--- config.mk ---
export PLATFORM = sky130hd
export DESIGN_NAME = reset_sequencer
export DESIGN_NICKNAME = d
export VERILOG_FILES = /design/src/rtl/reset_seq_pkg.sv /design/src/rtl/reset_sync_chain.sv /design/src/rtl/reset_sequencer.sv
export SDC_FILE = /design/constraint.sdc
export NUM_CORES = 1
export LEC_CHECK = 0
export BUFFER_PORTS_ARGS = -buffer_cell sky130_fd_sc_hd__buf_4
export CAP_MARGIN = 0
export CORE_UTILIZATION = 44
export DETAILED_ROUTE_END_ITERATION = 12
export PLACE_DENSITY = 0.74
export SETUP_SLACK_MARGIN = 0.3
export SLEW_MARGIN = 20
export SYNTH_ARGS = -nofsm -noshare
export SYNTH_HDL_FRONTEND = slang
export SYNTH_HIERARCHICAL = 1
export SYNTH_SLANG_ARGS = --single-unit
--- constraint.sdc ---
create_clock -name clock -period 2.4 [get_ports clock]
set_clock_uncertainty 0.15 [all_clocks]
set_input_delay 0.24 -clock clock [delete_from_list [all_inputs] [get_ports clock]]
set_output_delay 0.24 -clock clock [all_outputs]
set_load 0.01 [all_outputs]
--- src/rtl/reset_seq_pkg.sv ---
// Shared types and sizing helpers for the staggered reset sequencer.
package reset_seq_pkg;

   typedef enum logic [1:0] {
      HOLD,
      RELEASE,
      RUN
   } reset_seq_state_t;

   // The hold and stagger phases share one counter, so it is sized for the longer of the two.
   function automatic int cnt_width(input int hold_cycles, input int stagger_cycles);
      int longest;
      longest = (hold_cycles > stagger_cycles) ? hold_cycles : stagger_cycles;
      return $clog2(longest) + 1;
   endfunction

endpackage

--- src/rtl/reset_sync_chain.sv ---
// Async-assert / sync-deassert chain: shifts 1s in once reset_n is released.
module reset_sync_chain #(
   parameter int STAGES = 2
) (
   input  logic clock,
   input  logic reset_n,
   output logic rst_sync
);

   logic [STAGES-1:0] chain_q;
   logic [STAGES-1:0] chain_d;

   always_comb begin
      chain_d = {chain_q[STAGES-2:0], 1'b1};
   end

   // NOTE: sequential state uses non-blocking assignments so every flop samples pre-edge values.
   always_ff @(posedge clock or negedge reset_n) begin
      if (!reset_n) begin
         chain_q <= '0;
      end else begin
         chain_q <= chain_d;
      end
   end

   assign rst_sync = chain_q[STAGES-1];

endmodule

--- src/rtl/reset_sequencer.sv ---
// Sequenced reset generator: synchronised release, minimum hold, then one output
// released every STAGGER_CYCLES in index order; sw_reset_req re-runs the sequence.
module reset_sequencer
   import reset_seq_pkg::*;
#(
   parameter int SYNC_STAGES    = 2,
   parameter int HOLD_CYCLES    = 16,
   parameter int NUM_OUT        = 4,
   parameter int STAGGER_CYCLES = 4
) (
   input  logic               clock,
   input  logic               reset_n,
   input  logic               sw_reset_req,
   output logic [NUM_OUT-1:0] reset_sync_n,
   output logic               reset_done
);

   localparam int CNT_W = cnt_width(HOLD_CYCLES, STAGGER_CYCLES);
   localparam int IDX_W = (NUM_OUT > 1) ? $clog2(NUM_OUT) : 1;

   logic rst_sync;

   reset_seq_state_t   state_q, state_d;
   logic [CNT_W-1:0]   cnt_q, cnt_d;
   logic [IDX_W-1:0]   idx_q, idx_d;
   logic [NUM_OUT-1:0] reset_sync_n_q, reset_sync_n_d;
   logic               reset_done_q, reset_done_d;

   reset_sync_chain #(
      .STAGES (SYNC_STAGES)
   ) u_sync (
      .clock    (clock),
      .reset_n  (reset_n),
      .rst_sync (rst_sync)
   );

   // NOTE: every signal gets a default first, so no path through the case leaves one unassigned (no latches).
   always_comb begin
      state_d        = state_q;
      cnt_d          = cnt_q;
      idx_d          = idx_q;
      reset_sync_n_d = reset_sync_n_q;
      reset_done_d   = reset_done_q;

      if (sw_reset_req) begin
         // The synchroniser is left alone: the restart only replays the hold and stagger phases.
         state_d        = HOLD;
         cnt_d          = '0;
         idx_d          = '0;
         reset_sync_n_d = '0;
         reset_done_d   = 1'b0;
      end else begin
         case (state_q)
            HOLD: begin
               if (!rst_sync) begin
                  cnt_d = '0;
               end else if (cnt_q == CNT_W'(HOLD_CYCLES - 1)) begin
                  reset_sync_n_d[0] = 1'b1;
                  idx_d             = IDX_W'(1);
                  cnt_d             = '0;
                  if (NUM_OUT == 1) begin
                     state_d      = RUN;
                     reset_done_d = 1'b1;
                  end else begin
                     state_d = RELEASE;
                  end
               end else begin
                  cnt_d = cnt_q + CNT_W'(1);
               end
            end

            RELEASE: begin
               if (cnt_q == CNT_W'(STAGGER_CYCLES - 1)) begin
                  for (int k = 0; k < NUM_OUT; k++) begin
                     if (idx_q == IDX_W'(k)) begin
                        reset_sync_n_d[k] = 1'b1;
                     end
                  end
                  idx_d = idx_q + IDX_W'(1);
                  cnt_d = '0;
                  if (idx_q == IDX_W'(NUM_OUT - 1)) begin
                     state_d      = RUN;
                     reset_done_d = 1'b1;
                  end
               end else begin
                  cnt_d = cnt_q + CNT_W'(1);
               end
            end

            RUN: begin
               reset_sync_n_d = '1;
            end

            default: begin
               state_d = HOLD;
            end
         endcase
      end
   end

   always_ff @(posedge clock or negedge reset_n) begin
      if (!reset_n) begin
         state_q        <= HOLD;
         cnt_q          <= '0;
         idx_q          <= '0;
         reset_sync_n_q <= '0;
         reset_done_q   <= 1'b0;
      end else begin
         state_q        <= state_d;
         cnt_q          <= cnt_d;
         idx_q          <= idx_d;
         reset_sync_n_q <= reset_sync_n_d;
         reset_done_q   <= reset_done_d;
      end
   end

   assign reset_sync_n = reset_sync_n_q;
   assign reset_done   = reset_done_q;

endmodule

==> summary.md, run 1 <==
| Metric | Value |
|---|---|
| Status | `completed` |
| Synth Area in Simple Gates | `0.215` |
| Largest net degree at the start of global routing | `19` |
| GP Congestion | `0.794` |
| Area Overhead vs Synth | `23.0%` |
| Crit path kind | `reg2reg` |
| Req. time, crit path | `2470 ps` |
| Sw frac | `0.225` |
| Post-Synthesis Cells | `88` |
| Post-Syn Area | `856 sq um` |
| Post-synth net total | `98` |
| Total CTS buffers | `3` |
| CP Data Arrival Time | `2080 ps` |
| Worst hold margin | `84.7 ps` |
| Deepest clock path buffer count | `2` |
| Final critical-path share of the clock period | `0.836` |
| Combinational power share | `0.060` |
| FF-to-FF setup slack | `390 ps` |
| Total die area | `0.00213 sq mm` |
| Die X | `46.1 um` |
| Core area | `0.00178 sq mm` |
| Sink Count | `16` |
| Fin worst setup slack | `393 ps` |
| Area contributors post-synth | `dfrtp_1 (47%), ha_1 (10%), a211oi_1 (4.4%)` |
| # DRC | `0` |
| First-pass GRT wire length | `2760 um` |
| Yosys reg bits | `16` |
| Share of post-route cells with drive strength above 1 | `0.230` |
| Vias | `685` |
| Post-Layout Cell Count | `125` |
| Internal | `378 uW` |
| Worst r2r path cells | `8` |
| Total routed wirelength | `1780 um` |
| Crit path max fanout | `5` |
| Area share of the largest cell type after synthesis | `0.468` |
| Total track usage | `0.190` |
| Synth top cells by count | `dfrtp_1 (16), nor2_1 (10), ha_1 (7)` |
| Rel. slew slack | `0.613` |
| Max Transition Viols Final | `0` |
| Switching pwr | `110 uW` |
| Biggest area consumer among synthesized cells | `dfrtp_1` |
| Initial DRT Pass Iterations | `4` |
| Post-Synth Adder-Cell Area | `0.102` |
| Maximum vdd drop | `0.000485 V` |
| Die extent in y | `46.1 um` |
| Layout net count | `111` |
| EDFF count, synth | `0` |
| CP Capture Type | `flop` |
| Top-count cell post-synth | `dfrtp_1` |
| Final hold violation count | `0` |
| Static leakage | `0.000443 uW` |
| Avg Vias per Cell | `5.48` |
| Distinct cells, synth | `28` |
| Later-pin clock latency in the skew report | `290 ps` |
| H-tree levels | `1` |
| Pre-CTS setup slack | `178 ps` |
| Antenna-violating nets left | `0` |
| Xor-xnor portion of the synthesized cell area | `0` |
| Power share of the clock group | `0.376` |
| Maxcap violations | `0` |
| Worst min path class | `in2reg` |
| Power share of the sequential group | `0.564` |
| Slowest stage cell, crit path | `dfrtp_1` |
| Achievable clock frequency | `0.498 GHz` |
| Register area share after synthesis | `0.468` |
| 1st-iter DRT viols | `11` |
| Fin Setup TNS | `0 ps` |
| Compound-cell area share of the yosys netlist | `0.171` |
| Drt wl/cell | `14.2 um` |
| Total placed cells including tap cells | `118` |
| Antenna cells | `0` |
| Initial Utilization | `0.480` |
| Initial antenna violation count | `0` |
| Tightest Pin Transition | `580 ps` |
| Clock root cell | `clkbuf_4` |
| Vias in the first global route | `605` |
| I/O pin cnt | `8` |
| Largest family of logic cells by synthesized area | `simple AND/OR/NAND/NOR gates` |
| Fin crit period | `2010 ps` |
| Reg2Reg Capture Point | `cnt_q[3]` |
| RSZ-0062 raised after global routing | `no` |
| Pwr dens | `464 mW/mm^2` |
| Mean Syn Cell Area | `9.73 sq um` |
| DP Wirelength | `1140 um` |
| Crit-path max cell delay | `430 ps` |
| Crit path to | `cnt_q[3]` |
| R2r startpoint | `cnt_q[1]` |
| Startpoint types | `flop` |
| Rows | `15` |
| Main synth FF type | `dfrtp_1` |
| Cells along the critical path | `ha_4, nand3_2, inv_1, ha_2, or3b_4, o22ai_4, nand3_1, a31oi_1` |
| Clk pin slew, worst setup/hold paths | `100 ps` |
| Mux contribution to synthesized area | `0` |
| CTS tree | `done` |
| Number of setup violations in the final report | `0` |
| Async SR Flop Fraction | `1.00` |
| Overflow after GRT | `0` |
| Crit path from | `cnt_q[1]` |
| Number of port buffers | `7` |
| Ys Warns | `6` |
-- critical path: cells and delay by family, from the launching register on --
| kind | cells | cell delay (ps) |
|---|---|---|
| AOI/OAI and AO/OA | 2 | 350 |
| adders and majority gates | 2 | 360 |
| buffers and inverters | 1 | 50 |
| DFF | 1 | 430 |
| and+or+nand+nor | 3 | 600 |
-- sequential cells by signal, summed over array words and instances (netlist names) --
name / flops
reset_sync_n: 4
reset_done: 1
cnt_q: 5
state_q: 2
idx_q: 2
u_sync/chain_q: 2
-- metal layers --
metal	vias to the layer above	GRT usage	part of all wire
li1	331	-	-
met1	334	0.263	0.47
met2	16	0.279	0.48
met3	4	0.0353	0.026
met4	0	0.106	0.020
met5	-	0	0
-- kinds of logic after synthesis --
family                     count (synthesis)
and+or+nand+nor                           33
AOI/OAI and AO/OA                         22
DFF                                       16
buffers and inverters                      9
adders and majority gates                  7
other                                      1
-- layout by cell type, fill, tap and decap left out --
master,n
or3_1,1
ha_2,1
a21oi_1,5
a22oi_1,1
a22o_1,1
o21ai_0,2
or3b_4,1
buf_4,10
o32ai_4,1
inv_1,6
ha_4,1
nand2_1,6
nand3_1,2
a221oi_1,1
nor3_4,1
nor4b_1,1
clkbuf_4,3
nor3b_1,1
nor2_1,10
conb_1,1
dfrtp_1,16
a2111oi_0,1
a31oi_1,1
nand3_2,1
nor3_1,2
dlygate4sd3_1,1
clkbuf_8,1
or4b_4,1
o22ai_4,1
o21ai_1,2
a21oi_2,1
a211oi_1,5
nor2b_1,6
ha_1,5
-- metrics by stage --
stage / cell area [sq um] / util / total power [uW]
final: 1050 / 0.590 / 488
after floorplan: 856 / - / 289
after global routing: 1050 / 0.590 / 509
after detailed placement: 936 / 0.525 / 301
after CTS: 1020 / 0.570 / 488
after global placement: 936 / 0.525 / 300
-- how the worst min path moves through the flow --
stage | startpoint | end | slack, ps | cells after the start
2_1_floorplan | reset_n | cnt_q[0] | -210 | 0
5_1_grt | sw_reset_req | cnt_q[3] | 90 | 2
4_1_cts | sw_reset_req | cnt_q[2] | 80 | 2
3_5_place_dp | reset_n | cnt_q[3] | -40 | 1
6_report | sw_reset_req | cnt_q[2] | 80 | 2
3_3_place_gp | reset_n | cnt_q[3] | -40 | 1
-- power groups by stage --
stage / combinational [uW] / clock (uW) / sequential [uW]
after CTS: 27.0 / 186 / 275
final: 29.3 / 183 / 275
after global routing: 32.2 / 200 / 276
after floorplan: 9.08 / 0 / 280
after global placement: 19.9 / 0 / 280
after detailed placement: 20.5 / 0 / 281
-- timing repair --
action | CTS | global route
pin swaps | 1 | 3
setup buffers | 2 | 0
endpoints found under the setup margin | 4 | 3
hold buffers | 1 | 0
cloned | 0 | 0
gates resized for setup | 4 | 6
hold endpoints to repair | 16 | 0
-- area by class of cell --
cell class	instances	area, sq um
fillers	155	731
clock buffers	4	36.3
well taps	25	31.3
repair buffers	11	85.1
flip-flops and latches	16	400
multi-input cells	63	477
inverters	6	22.5
No activity file was read; power rests on OpenSTA's default activity.
==> run 2, diff against run 1 <==
clock period = 1.9 ns   (was 2.4 ns; I/O delays follow)
==> summary.md, run 2 (synthesized netlist as in run 1, its figures left out) <==
| Metric | Value |
|---|---|
| Total routed wirelength | `1750 um (was 1780 um)` |
| Slowest stage cell, crit path | `dfrtp_1 (unchanged)` |
| Area Overhead vs Synth | `28.2% (was 23.0%)` |
| H-tree levels | `1 (unchanged)` |
| Fin Setup TNS | `-81.3 ps (was 0 ps)` |
| Post-route cell area | `0.00110 sq mm (was 0.00105 sq mm)` |
| Total die area | `0.00213 sq mm (unchanged)` |
| Worst hold margin | `31.6 ps (was 84.7 ps)` |
| Overflow after GRT | `0 (unchanged)` |
| Initial Utilization | `0.480 (unchanged)` |
| Final hold violation count | `0 (unchanged)` |
| RSZ-0062 raised after global routing | `yes (was no)` |
| 1st-iter DRT viols | `8 (was 11)` |
| Layout net count | `116 (was 111)` |
| CTS tree | `done (unchanged)` |
| GP Congestion | `0.735 (was 0.794)` |
| Rows | `15 (unchanged)` |
| Final critical-path share of the clock period | `1.02 (was 0.836)` |
| Static leakage | `0.000462 uW (was 0.000443 uW)` |
| Avg Vias per Cell | `5.33 (was 5.48)` |
| Antenna-violating nets left | `0 (unchanged)` |
| Antenna cells | `0 (unchanged)` |
| Core area | `0.00178 sq mm (unchanged)` |
| Violated checks | `setup timing` |
| Worst min path class | `in2reg (unchanged)` |
| Crit path kind | `reg2reg (unchanged)` |
| Die extent in y | `46.1 um (unchanged)` |
| Placed inst area | `993 sq um (was 936 sq um)` |
| Clk pin slew, worst setup/hold paths | `90 ps (was 100 ps)` |
| Maxcap violations | `0 (unchanged)` |
| Drt wl/cell | `13.5 um (was 14.2 um)` |
| Fin worst setup slack | `-43.6 ps (was 393 ps)` |
| Initial DRT Pass Iterations | `3 (was 4)` |
| CP Capture Type | `flop (unchanged)` |
| Initial antenna violation count | `0 (unchanged)` |
| Total track usage | `0.188 (was 0.190)` |
| Share of post-route cells with drive strength above 1 | `0.346 (was 0.230)` |
| Number of port buffers | `7 (unchanged)` |
| Number of setup violations in the final report | `2 (was 0)` |
| Cells along the critical path | `ha_2, nand3_2, inv_2, ha_4, or3b_4, o22ai_4, nand2_1, a31oi_1 (was ha_4, nand3_2, inv_1, ha_2, or3b_4, o22ai_4, nand3_1, a31oi_1)` |
| Maximum vdd drop | `0.000463 V (was 0.000485 V)` |
| Commonest cells after routing, fill and taps aside | `dfrtp_1 (15), buf_4 (15), nor2_1 (10) (was dfrtp_1 (16), nor2_1 (10), buf_4 (10))` |
| I/O pin cnt | `8 (unchanged)` |
| Startpoint types | `flop (unchanged)` |
| DP Wirelength | `1170 um (was 1140 um)` |
| Die X | `46.1 um (unchanged)` |
| Total CTS buffers | `3 (unchanged)` |
| Vias in the first global route | `605 (unchanged)` |
| Max Transition Viols Final | `0 (unchanged)` |
| Req. time, crit path | `1960 ps (was 2470 ps)` |
| Status | `finished with violations (was completed)` |
| Deepest clock path buffer count | `2 (unchanged)` |
| Later-pin clock latency in the skew report | `280 ps (was 290 ps)` |
| Sink Count | `16 (unchanged)` |
| Crit path max fanout | `3 (was 5)` |
| Vias | `687 (was 685)` |
| WP buf/inv | `1 (unchanged)` |
| Rel. slew slack | `0.613 (about the same)` |
| First-pass GRT wire length | `2750 um (was 2760 um)` |
| CP Data Arrival Time | `2000 ps (was 2080 ps)` |
| Achievable clock frequency | `0.515 GHz (was 0.498 GHz)` |
| Worst path top cell family by delay | `simple AND/OR/NAND/NOR gates (unchanged)` |
| # DRC | `0 (unchanged)` |
| Reg with most FFs | `cnt_q (unchanged)` |
| Number of flip-flops in the largest register | `5 (unchanged)` |
| Clock root cell | `clkbuf_4 (unchanged)` |
| Pwr dens | `510 mW/mm^2 (was 464 mW/mm^2)` |
| Crit-path max cell delay | `400 ps (was 430 ps)` |
| Fin crit period | `1940 ps (was 2010 ps)` |
| Tightest Pin Transition | `580 ps (about the same)` |
| Total power | `559 uW (was 488 uW)` |
| Largest net degree at the start of global routing | `19 (unchanged)` |
-- run 2: path summary, 6_finish.rpt --
kind                                           to  cells after the start               from  slack, ps
worst min register to register  u_sync/chain_q[1]                      0  u_sync/chain_q[0]        210
worst max-delay path                     cnt_q[3]                      8           cnt_q[0]        -40
min in group asynchronous                cnt_q[4]                      2            reset_n        140
worst max register to register           cnt_q[3]                      8           cnt_q[0]        -40
worst min-delay path                     cnt_q[2]                      2       sw_reset_req         30
max in group asynchronous                cnt_q[2]                      2            reset_n       1260
-- run 2: area by class of cell --
| cell class | count | area, sq um |
|---|---|---|
| Fill cell | 155 | 686 |
| Clock buffer | 3 | 22.5 |
| Timing Repair Buffer | 16 | 123 |
| Inverter | 6 | 22.5 |
| Tap cell | 25 | 31.3 |
| Sequential cell | 16 | 402 |
| Multi-Input combinational cell | 63 | 497 |
-- run 2: metal layers --
layer  up-vias  track usage  wire (um)
met4         0       0.0706         18
met2         6        0.279        822
met1       331        0.279        879
li1        346            -          -
met5         -            0          0
met3         4       0.0235         26
-- run 2: what timing repair did --
action                                  in CTS  in global routing
pin swaps                                   12                  3
hold endpoints to repair                    16                  0
resized for setup                            7                  2
gates cloned                                 0                  0
buffers inserted                             2                  2
hold buffers                                 1                  0
endpoints found under the setup margin      14                 14
-- run 2: metrics by stage --
| step | util | cells | worst slack, ps |
|---|---|---|---|
| floorplan | - | 88 | 44.9 |
| global placement | 0.557 | 121 | -20.8 |
| detailed placement | 0.557 | 121 | -61.7 |
| CTS | 0.601 | 127 | -11.9 |
| global route | 0.615 | 129 | -121 |
| finish | 0.615 | 129 | -43.6 |
-- run 2: where the power goes --
| group | leakage (uW) | switching (uW) | internal (uW) | total, uW |
|---|---|---|---|---|
| Sequential | 0.000216 | 2.42 | 344 | 347 |
| Combinational | 0.000232 | 20.8 | 16.8 | 37.5 |
| Clock | 0.0000138 | 101 | 73.6 | 175 |
